File: config.mk
export PLATFORM = sky130hd
export DESIGN_NAME = bcd_timer_flat
export DESIGN_NICKNAME = d
export VERILOG_FILES = /design/src/rtl/bcd_timer_if.sv /design/src/rtl/bcd_timer.sv /design/src/flat_wrapper.sv
export SDC_FILE = /design/constraint.sdc
export NUM_CORES = 1
export LEC_CHECK = 0
export BUFFER_PORTS_ARGS = -buffer_cell sky130_fd_sc_hd__buf_2
export CAP_MARGIN = 40
export CORE_ASPECT_RATIO = 1.1
export CORE_MARGIN = 3
export CORE_UTILIZATION = 30
export CTS_BUF_LIST = sky130_fd_sc_hd__clkbuf_16
export CTS_CLUSTER_SIZE = 10
export DETAILED_ROUTE_END_ITERATION = 7
export SKIP_CTS_REPAIR_TIMING = 1
export SYNTH_ARGS = -nofsm -noshare
export SYNTH_HDL_FRONTEND = slang
export SYNTH_SLANG_ARGS = --single-unit
File: constraint.sdc
create_clock -name clk -period 4.48 [get_ports clk]
set_clock_uncertainty 0.2 [all_clocks]
set_input_delay 0 -clock clk [delete_from_list [all_inputs] [get_ports clk]]
set_output_delay 0 -clock clk [all_outputs]
set_load 0.01 [all_outputs]
File: src/rtl/bcd_timer_if.sv
// Control/status bundle for bcd_timer: command strobes and preset in, BCD count and status out.
interface bcd_timer_if #(
  parameter int unsigned DIGITS = 6
);
  logic                  tick;
  logic                  start;
  logic                  stop;
  logic                  load;
  logic [DIGITS*4-1:0]   load_val;
  logic                  dir;
  logic [DIGITS*4-1:0]   count;
  logic [DIGITS-1:0]     blank;
  logic                  running;
  logic                  done;

  modport master (
    output tick, start, stop, load, load_val, dir,
    input  count, blank, running, done
  );

  modport slave (
    input  tick, start, stop, load, load_val, dir,
    output count, blank, running, done
  );
endinterface

File: src/rtl/bcd_timer.sv
// Multi-digit BCD up/down timer with preset, target match and optional auto-reload.
// Define BCD_TIMER_BLANK_EN to enable the leading-zero blank mask.
module bcd_timer #(
  parameter int unsigned DIGITS = 6,
  parameter int unsigned RELOAD = 0
) (
  input  logic      clk,
  input  logic      rst,
  bcd_timer_if.slave bus
);

  localparam int unsigned W = DIGITS * 4;

  typedef enum logic [1:0] {StIdle, StRun, StDone} state_e;

  state_e         state_q, state_d;
  logic [W-1:0]   count_q, count_d;
  logic [W-1:0]   tgt_q, tgt_d;
  logic           done_q, done_d;
  // Set after a tick reaches terminal in reload mode; the next tick reloads instead of stepping.
  logic           rld_q, rld_d;

  logic [W-1:0]   clamp_val, inc_val, dec_val, step_val, term_val;
  logic           carry, borrow;

  always_comb begin
    clamp_val = bus.load_val;
    inc_val   = count_q;
    dec_val   = count_q;
    carry     = 1'b1;
    borrow    = 1'b1;
    for (int i = 0; i < int'(DIGITS); i++) begin
      if (bus.load_val[4*i +: 4] > 4'd9) clamp_val[4*i +: 4] = 4'd9;
      if (carry) begin
        if (count_q[4*i +: 4] >= 4'd9) begin
          inc_val[4*i +: 4] = 4'd0;
        end else begin
          inc_val[4*i +: 4] = count_q[4*i +: 4] + 4'd1;
          carry = 1'b0;
        end
      end
      if (borrow) begin
        if (count_q[4*i +: 4] == 4'd0) begin
          dec_val[4*i +: 4] = 4'd9;
        end else begin
          dec_val[4*i +: 4] = count_q[4*i +: 4] - 4'd1;
          borrow = 1'b0;
        end
      end
    end
    // Counting down saturates at zero rather than wrapping.
    if (count_q == '0) dec_val = '0;
    step_val = bus.dir ? inc_val : dec_val;
    term_val = bus.dir ? tgt_q : '0;
  end

  always_comb begin
    state_d = state_q;
    count_d = count_q;
    tgt_d   = tgt_q;
    done_d  = 1'b0;
    rld_d   = rld_q;
    if (bus.load) begin
      count_d = clamp_val;
      tgt_d   = clamp_val;
      state_d = StIdle;
      rld_d   = 1'b0;
    end else if (bus.stop) begin
      if (state_q == StRun) begin
        state_d = StIdle;
        rld_d   = 1'b0;
      end
    end else if (bus.start) begin
      if (state_q != StRun) begin
        state_d = StRun;
        rld_d   = 1'b0;
      end
    end else if (bus.tick && state_q == StRun) begin
      if (RELOAD != 0 && rld_q) begin
        count_d = bus.dir ? '0 : tgt_q;
        rld_d   = 1'b0;
      end else begin
        count_d = step_val;
        if (step_val == term_val) begin
          done_d = 1'b1;
          if (RELOAD != 0) rld_d = 1'b1;
          else             state_d = StDone;
        end
      end
    end
  end

  always_ff @(posedge clk or negedge rst) begin
    if (!rst) begin
      state_q <= StIdle;
      count_q <= '0;
      tgt_q   <= '0;
      done_q  <= 1'b0;
      rld_q   <= 1'b0;
    end else begin
      state_q <= state_d;
      count_q <= count_d;
      tgt_q   <= tgt_d;
      done_q  <= done_d;
      rld_q   <= rld_d;
    end
  end

  assign bus.count   = count_q;
  assign bus.running = (state_q == StRun);
  assign bus.done    = done_q;

`ifdef BCD_TIMER_BLANK_EN
  // Digit 0 always shows so that a zero count still displays "0".
  logic hi_zero;
  always_comb begin
    bus.blank = '0;
    hi_zero   = 1'b1;
    for (int i = int'(DIGITS) - 1; i >= 1; i--) begin
      hi_zero      = hi_zero & (count_q[4*i +: 4] == 4'd0);
      bus.blank[i] = hi_zero;
    end
  end
`else
  assign bus.blank = '0;
`endif

endmodule

File: src/flat_wrapper.sv
// flat-port wrapper written by rule: the top's interface ports become plain ports
module bcd_timer_flat 
#(
  parameter int unsigned DIGITS = 6,
  parameter int unsigned RELOAD = 0
)
  (clk, rst, bus_tick, bus_start, bus_stop, bus_load, bus_load_val, bus_dir, bus_count, bus_blank, bus_running, bus_done);
  bcd_timer_if #(.DIGITS(DIGITS)) bus_i ();
  input  logic clk;
  input  logic rst;
  input wire logic [$bits(bus_i.tick)-1:0] bus_tick;
  input wire logic [$bits(bus_i.start)-1:0] bus_start;
  input wire logic [$bits(bus_i.stop)-1:0] bus_stop;
  input wire logic [$bits(bus_i.load)-1:0] bus_load;
  input wire logic [$bits(bus_i.load_val)-1:0] bus_load_val;
  input wire logic [$bits(bus_i.dir)-1:0] bus_dir;
  output wire logic [$bits(bus_i.count)-1:0] bus_count;
  output wire logic [$bits(bus_i.blank)-1:0] bus_blank;
  output wire logic [$bits(bus_i.running)-1:0] bus_running;
  output wire logic [$bits(bus_i.done)-1:0] bus_done;
  assign bus_i.tick = bus_tick;
  assign bus_i.start = bus_start;
  assign bus_i.stop = bus_stop;
  assign bus_i.load = bus_load;
  assign bus_i.load_val = bus_load_val;
  assign bus_i.dir = bus_dir;
  assign bus_count = bus_i.count;
  assign bus_blank = bus_i.blank;
  assign bus_running = bus_i.running;
  assign bus_done = bus_i.done;
  bcd_timer #(.DIGITS(DIGITS), .RELOAD(RELOAD)) u_core (.clk(clk), .rst(rst), .bus(bus_i));
endmodule
==> results.cfg, run 1 <==
[clocking]
clk_pin_slew_ns = 0.07
cts_buffers = 5
clkSinkCount = 51
htree_num_levels = 2
cts_buffer_depth = 2
root_buffer = clkbuf_16
worst_skew_pair.late_latency_ns = 0.30
cts_tree = yes

[synthesis]
ys_ff_latch = 51
synth_edf_count = 0
synth_warnings = 0
synth_top_area_frac = 0.279
yosysUniqueCellTypes = 67
synth.yosys.seq_area_share = 0.279
syn-cell-area_mm2 = 0.00457
synth_cells = 593
synth_flop_cell = dfrtp_1
synthTopCellsByArea = dfrtp_1 28%, o21ai_0 8.1%, ha_1 5.2%
yosys.area.top_type = dfrtp_1
synth-async-reset-ratio = 1.00
syn_avg_cell_area_um2 = 7.70

[flow_run]
drv_cap = 0

[detailed_routing]
dr.first_iter.drc_count = 443
firstDrtPassIters = 5
vias_per_cell = 5.65
wirelength_um = 15000
final_antenna_net_count = 0
avgRoutedWirePerCell_um = 17.4
remaining_drc_errors = 0
num_vias = 4861

[global_routing]
antenna_found_initial = 0
grt_pass1_wl_um = 23900
track_usage = 0.179
gr-total-overflow = 0
grt_max_degree = 78
grt_pass1_vias = 4614

[critical_path]
arrival_ns = 4.00
cp.required_ns = 4.50
crit_fanout = 10
critPathKind = reg2reg
crit_path_cell_trace = inv_1 -> ha_1 -> nor3b_1 -> nand4_1 -> o21ai_1 -> buf_4 -> a211oi_1 -> a21oi_1 -> nand4_1 -> a311oi_2 -> nand4b_1 -> a21oi_1
critPathLaunchType = register
cp-end-kind = register
cpMaxStageDelayCell = nand4_1
slowest_delay_ns = 0.52

[die]
initial_core_util = 0.311
core-area_mm2 = 0.0147
core.rowCount = 46
dieArea_mm2 = 0.0167
ios = 63
dieHeight_um = 135
die_w_um = 124

[sta]
tightest_slew_ns = 0.949
finalHoldViolations = 0
relSlewSlack = 0.361
rsz0062_at_grt = no
setup_viol = 0
setup_slack_ns = 0.502
period_minus_slack_ns = 3.98
fin_tns_setup_ns = 0
timing.fmax_ghz = 0.251
slew_viol_final = 0
fin_crit_sh = 0.888

[outcome]
status = completed

[layout]
final_cell_mix = 74 x o21ai_0, 56 x buf_2, 51 x dfrtp_1, 50 x inv_1, 41 x nor2_1
layout_commonest_cell = o21ai_0
drive_above_1_share = 0.142
nFillCells = 1542
nNetsFinal = 718
antenna_cells = 0
area_growth_pct = 21.5

[min_path]
hold_path.class = in2async

[power]
p_leak_nw = 2.23
power.density_mw_per_mm2 = 253
irDropWorstVdd_mv = 0.142

[placement]
port_buffers = 56
routabilityCongestion = 0.901
dp_hpwl_um = 10900
dp_slack_ns = 0.597
-- cells in the mapped netlist, drive strengths merged, types with 3 or more instances --
library cell	count
a311oi	4
dfrtp	51
mux2	3
o221ai	4
inv	51
nor3	20
clkbuf	27
o21ai	75
a22oi	4
nand2b	8
ha	19
o32ai	3
mux2i	6
nor3b	11
o211ai	3
a32oi	4
nor2b	7
a211oi	12
nor2	42
xnor2	14
a21boi	4
a31oi	16
a21oi	39
buf	18
o22ai	3
nor4	4
a41oi	5
or3	3
nand2	39
nand4	11
and3	7
and4	5
or4	5
nand3b	9
or3b	6
o31ai	12
o21a	6
nand3	11
a2111oi	3
-- through the flow --
stage               power (W)  cell area (um2)  hold WS, ns  utilization  instances
floorplan            0.000852             4590       -0.496            -        598
global placement     0.000982             4980      -0.0396        0.340        812
detailed placement   0.000992             5010      -0.0287        0.341        813
CTS                   0.00138             5150       -0.352        0.351        821
global route          0.00149             5550        0.211        0.378        861
finish                0.00140             5550        0.162        0.378        861
-- area by class of cell --
cell class / instances / area, um2 / area share
Clock inverter: 3 / 12.5 / 0.00225
Clock buffer: 5 / 125 / 0.0225
Timing Repair Buffer: 108 / 791 / 0.143
Inverter: 51 / 191 / 0.0345
Multi-Input combinational cell: 451 / 2910 / 0.525
Tap cell: 192 / 240 / 0.0433
Sequential cell: 51 / 1280 / 0.230
-- layer usage --
metal | vias to the layer above | part of all wire | track usage | wire (um)
met1 | 2311 | 0.43 | 0.236 | 6490
met5 | - | 0 | 0 | 0
met4 | 0 | 0.022 | 0.0615 | 334
met3 | 28 | 0.070 | 0.0355 | 1050
met2 | 212 | 0.47 | 0.292 | 7100
li1 | 2310 | - | - | -
-- registers in the layout (all words and copies together), names as in the netlist --
register          flops
u_core.bus.count     24
u_core.bus.done       1
u_core.tgt_q         24
u_core.state_q        2
-- worst max-delay path: cells and delay by family (launching register included) --
kind	cells	cell delay, ns
AOI/OAI and AO/OA	5	1.16
adders and majority gates	1	0.31
buffers and inverters	2	0.37
DFF	1	0.46
and+or+nand+nor	4	1.39
-- worst paths after layout --
kind	cells past startpoint	endpoint	slack [ns]	startpoint
worst max register to register	12	u_core.state_q[1]	0.50	u_core.bus.count[0]
worst min register to register	2	u_core.tgt_q[22]	0.33	u_core.tgt_q[22]
min in group clk	3	u_core.bus.done	0.16	bus_load
worst min-delay path	3	u_core.tgt_q[5]	0.16	rst
max in group asynchronous	3	u_core.bus.count[17]	3.47	rst
worst max-delay path	12	u_core.state_q[1]	0.50	u_core.bus.count[0]
-- kinds of logic after synthesis --
logic type               share of synthesized area
flip-flops                                   0.279
AO/OA/AOI/OAI                                0.296
AND/OR/NAND/NOR                              0.233
other                                     0.000821
XOR/XNOR                                    0.0288
buffers and inverters                       0.0879
multiplexers                                0.0214
adder cells (fa/ha/maj)                     0.0521
-- power by group --
group | switching (W) | total [W] | internal, W | leakage, nW
clock | 0.000183 | 0.000386 | 0.000203 | 0.0762
sequential | 0.0000706 | 0.000568 | 0.000498 | 0.627
combinational | 0.000261 | 0.000450 | 0.000189 | 1.53
total | 0.000514 | 0.00140 | 0.000890 | 2.23
Power figures use the tool's default switching activity.
==> run 2: changes to the inputs <==
--- a/config.mk
+++ b/config.mk
@@ -13,6 +13,7 @@
 export CTS_BUF_LIST = sky130_fd_sc_hd__clkbuf_16
 export CTS_CLUSTER_SIZE = 10
 export DETAILED_ROUTE_END_ITERATION = 7
+export RECOVER_POWER = 50
 export SKIP_CTS_REPAIR_TIMING = 1
 export SYNTH_ARGS = -nofsm -noshare
 export SYNTH_HDL_FRONTEND = slang
==> run 2 against run 1 <==
The flow now finishes with violations (capacitance limit, slew limit); worst hold slack improved by 0.018 ns; fmax fell by 0.86%; clock-buffer cell count did not move; cell count did not move; combinational power barely moved; flip-flop and latch count did not move; via count rose by 0.12%; die area did not move; sequential share of layout area barely moved; sequential power barely moved; global-route usage did not move; first-iteration DRC count rose by 0.23%; highest routed layer unchanged.
==> results.cfg, run 2 (same netlist as run 1, synthesis figures left out) <==
[outcome]
status = finished with violations
violations = capacitance limit, slew limit

[critical_path]
r2r_slack_ns = 0.47
cp-end-kind = register
startpoint = u_core.bus.count[0]
critPathLaunchType = register
r2r_start = u_core.bus.count[0]
arrival_ns = 4.00
critPathKind = reg2reg
crit_fanout = 10
cp.required_ns = 4.47

[sta]
setup_slack_ns = 0.467
timing.fmax_ghz = 0.249
rsz0062_at_grt = no
tightest_slew_ns = 3.03
period_minus_slack_ns = 4.01
fin_tns_setup_ns = 0
setup_viol = 0
fin_crit_sh = 0.896
finalHoldViolations = 0
slew_viol_final = 130
relSlewSlack = -1.02

[global_routing]
grt_pass1_wl_um = 23900
grt_max_degree = 78
grt_pass1_vias = 4614
grtUsageMet2 = 0.292
use_met1 = 0.236
met3_usage = 0.0355
track_usage = 0.179
gr-total-overflow = 0
grt-busiest-layer = met2
antenna_found_initial = 0

[layout]
nNetsFinal = 718
drive_above_1_share = 0.135
layout_commonest_cell = o21ai_0
nFillCells = 1544
final_cell_mix = 74 x o21ai_0, 53 x buf_2, 51 x dfrtp_1, 50 x inv_1, 41 x nor2_1
stdcell_area_mm2 = 0.00554
area_growth_pct = 21.3
antenna_cells = 0

[clocking]
clkSinkCount = 51
root_buffer = clkbuf_16
cts_buffer_depth = 2
htree_num_levels = 2
clk_pin_slew_ns = 0.07
cts_tree = yes
cts_buffers = 5
worst_skew_pair.late_latency_ns = 0.30

[placement]
dp_slack_ns = 0.597
routabilityCongestion = 0.901
dp_hpwl_um = 10900
post_dp_cell_area_mm2 = 0.00501
port_buffers = 56

[detailed_routing]
num_vias = 4867
wirelength_um = 15000
avgRoutedWirePerCell_um = 17.4
vias_per_cell = 5.65
dr.first_iter.drc_count = 444
firstDrtPassIters = 5
final_antenna_net_count = 0
remaining_drc_errors = 0

[power]
p_leak_nw = 2.21
p_int_w = 0.000890
power_frac_seq = 0.405
p_switching_w = 0.000515
clkPwrFrac = 0.275
irDropWorstVdd_mv = 0.142
power_frac_comb = 0.320
power.density_mw_per_mm2 = 254
sw_frac_of_total = 0.367

[min_path]
worstHoldStart = bus_dir
hold_path.class = in2reg

[die]
core-area_mm2 = 0.0147
ios = 63
dieHeight_um = 135
initial_core_util = 0.311
core.rowCount = 46
die_w_um = 124
dieArea_mm2 = 0.0167

[flow_run]
drv_cap = 2
run 2: cell types whose count changed in the layout (fill, tap and decap cells not counted):
| cell | previous run | this run |
|---|---|---|
| clkbuf_1 | 0 | 5 |
| buf_4 | 11 | 9 |
| buf_2 | 56 | 53 |
run 2: worst max-delay path, stage by stage, from the launching register on:
cell and delay, ns:
dfrtp_1 0.47, inv_1 0.16, ha_1 0.31, nor3b_1 0.51, nand4_1 0.52, o21ai_1 0.33, buf_4 0.21, a211oi_1 0.05
a21oi_1 0.24, nand4_1 0.18, a311oi_2 0.39, nand4b_1 0.18, a21oi_1 0.15
run 2: final timing paths:
path | to | cells past startpoint
min in group asynchronous | u_core.tgt_q[5] | 3
worst max register to register | u_core.state_q[1] | 12
worst min register to register | u_core.tgt_q[22] | 2
max in group asynchronous | u_core.bus.count[17] | 3
worst min-delay path | u_core.bus.count[1] | 5
worst max-delay path | u_core.state_q[1] | 12
run 2: layer usage:
layer	routed length (um)	part of all wire
met5	0	0
met4	337	0.022
met3	1030	0.069
met2	7120	0.47
met1	6500	0.43
run 2: per-stage QoR:
| stage | cells | hold WS, ns | total power (W) | util |
|---|---|---|---|---|
| after global routing | 861 | 0.225 | 0.00149 | 0.377 |
| after floorplan | 598 | -0.496 | 0.000852 | - |
| after global placement | 812 | -0.0396 | 0.000982 | 0.340 |
| after CTS | 821 | -0.352 | 0.00138 | 0.351 |
| final | 861 | 0.180 | 0.00141 | 0.377 |
| after detailed placement | 813 | -0.0287 | 0.000992 | 0.341 |
run 2: final cells by class:
cell class	count	area [um2]	area share
well taps	192	240	0.0434
clock inverters	3	12.5	0.00226
repair buffers	108	779	0.141
inverters	51	191	0.0346
multi-input cells	451	2910	0.526
flip-flops and latches	51	1280	0.230
clock buffers	5	125	0.0226
run 2: power groups by stage:
| stage | clock network, W | registers (W) | logic (W) |
|---|---|---|---|
| after floorplan | 0 | 0.000548 | 0.000304 |
| after global placement | 0 | 0.000574 | 0.000408 |
| after detailed placement | 0 | 0.000576 | 0.000416 |
| after CTS | 0.000399 | 0.000567 | 0.000418 |
| after global routing | 0.000415 | 0.000577 | 0.000500 |
| final | 0.000387 | 0.000569 | 0.000450 |
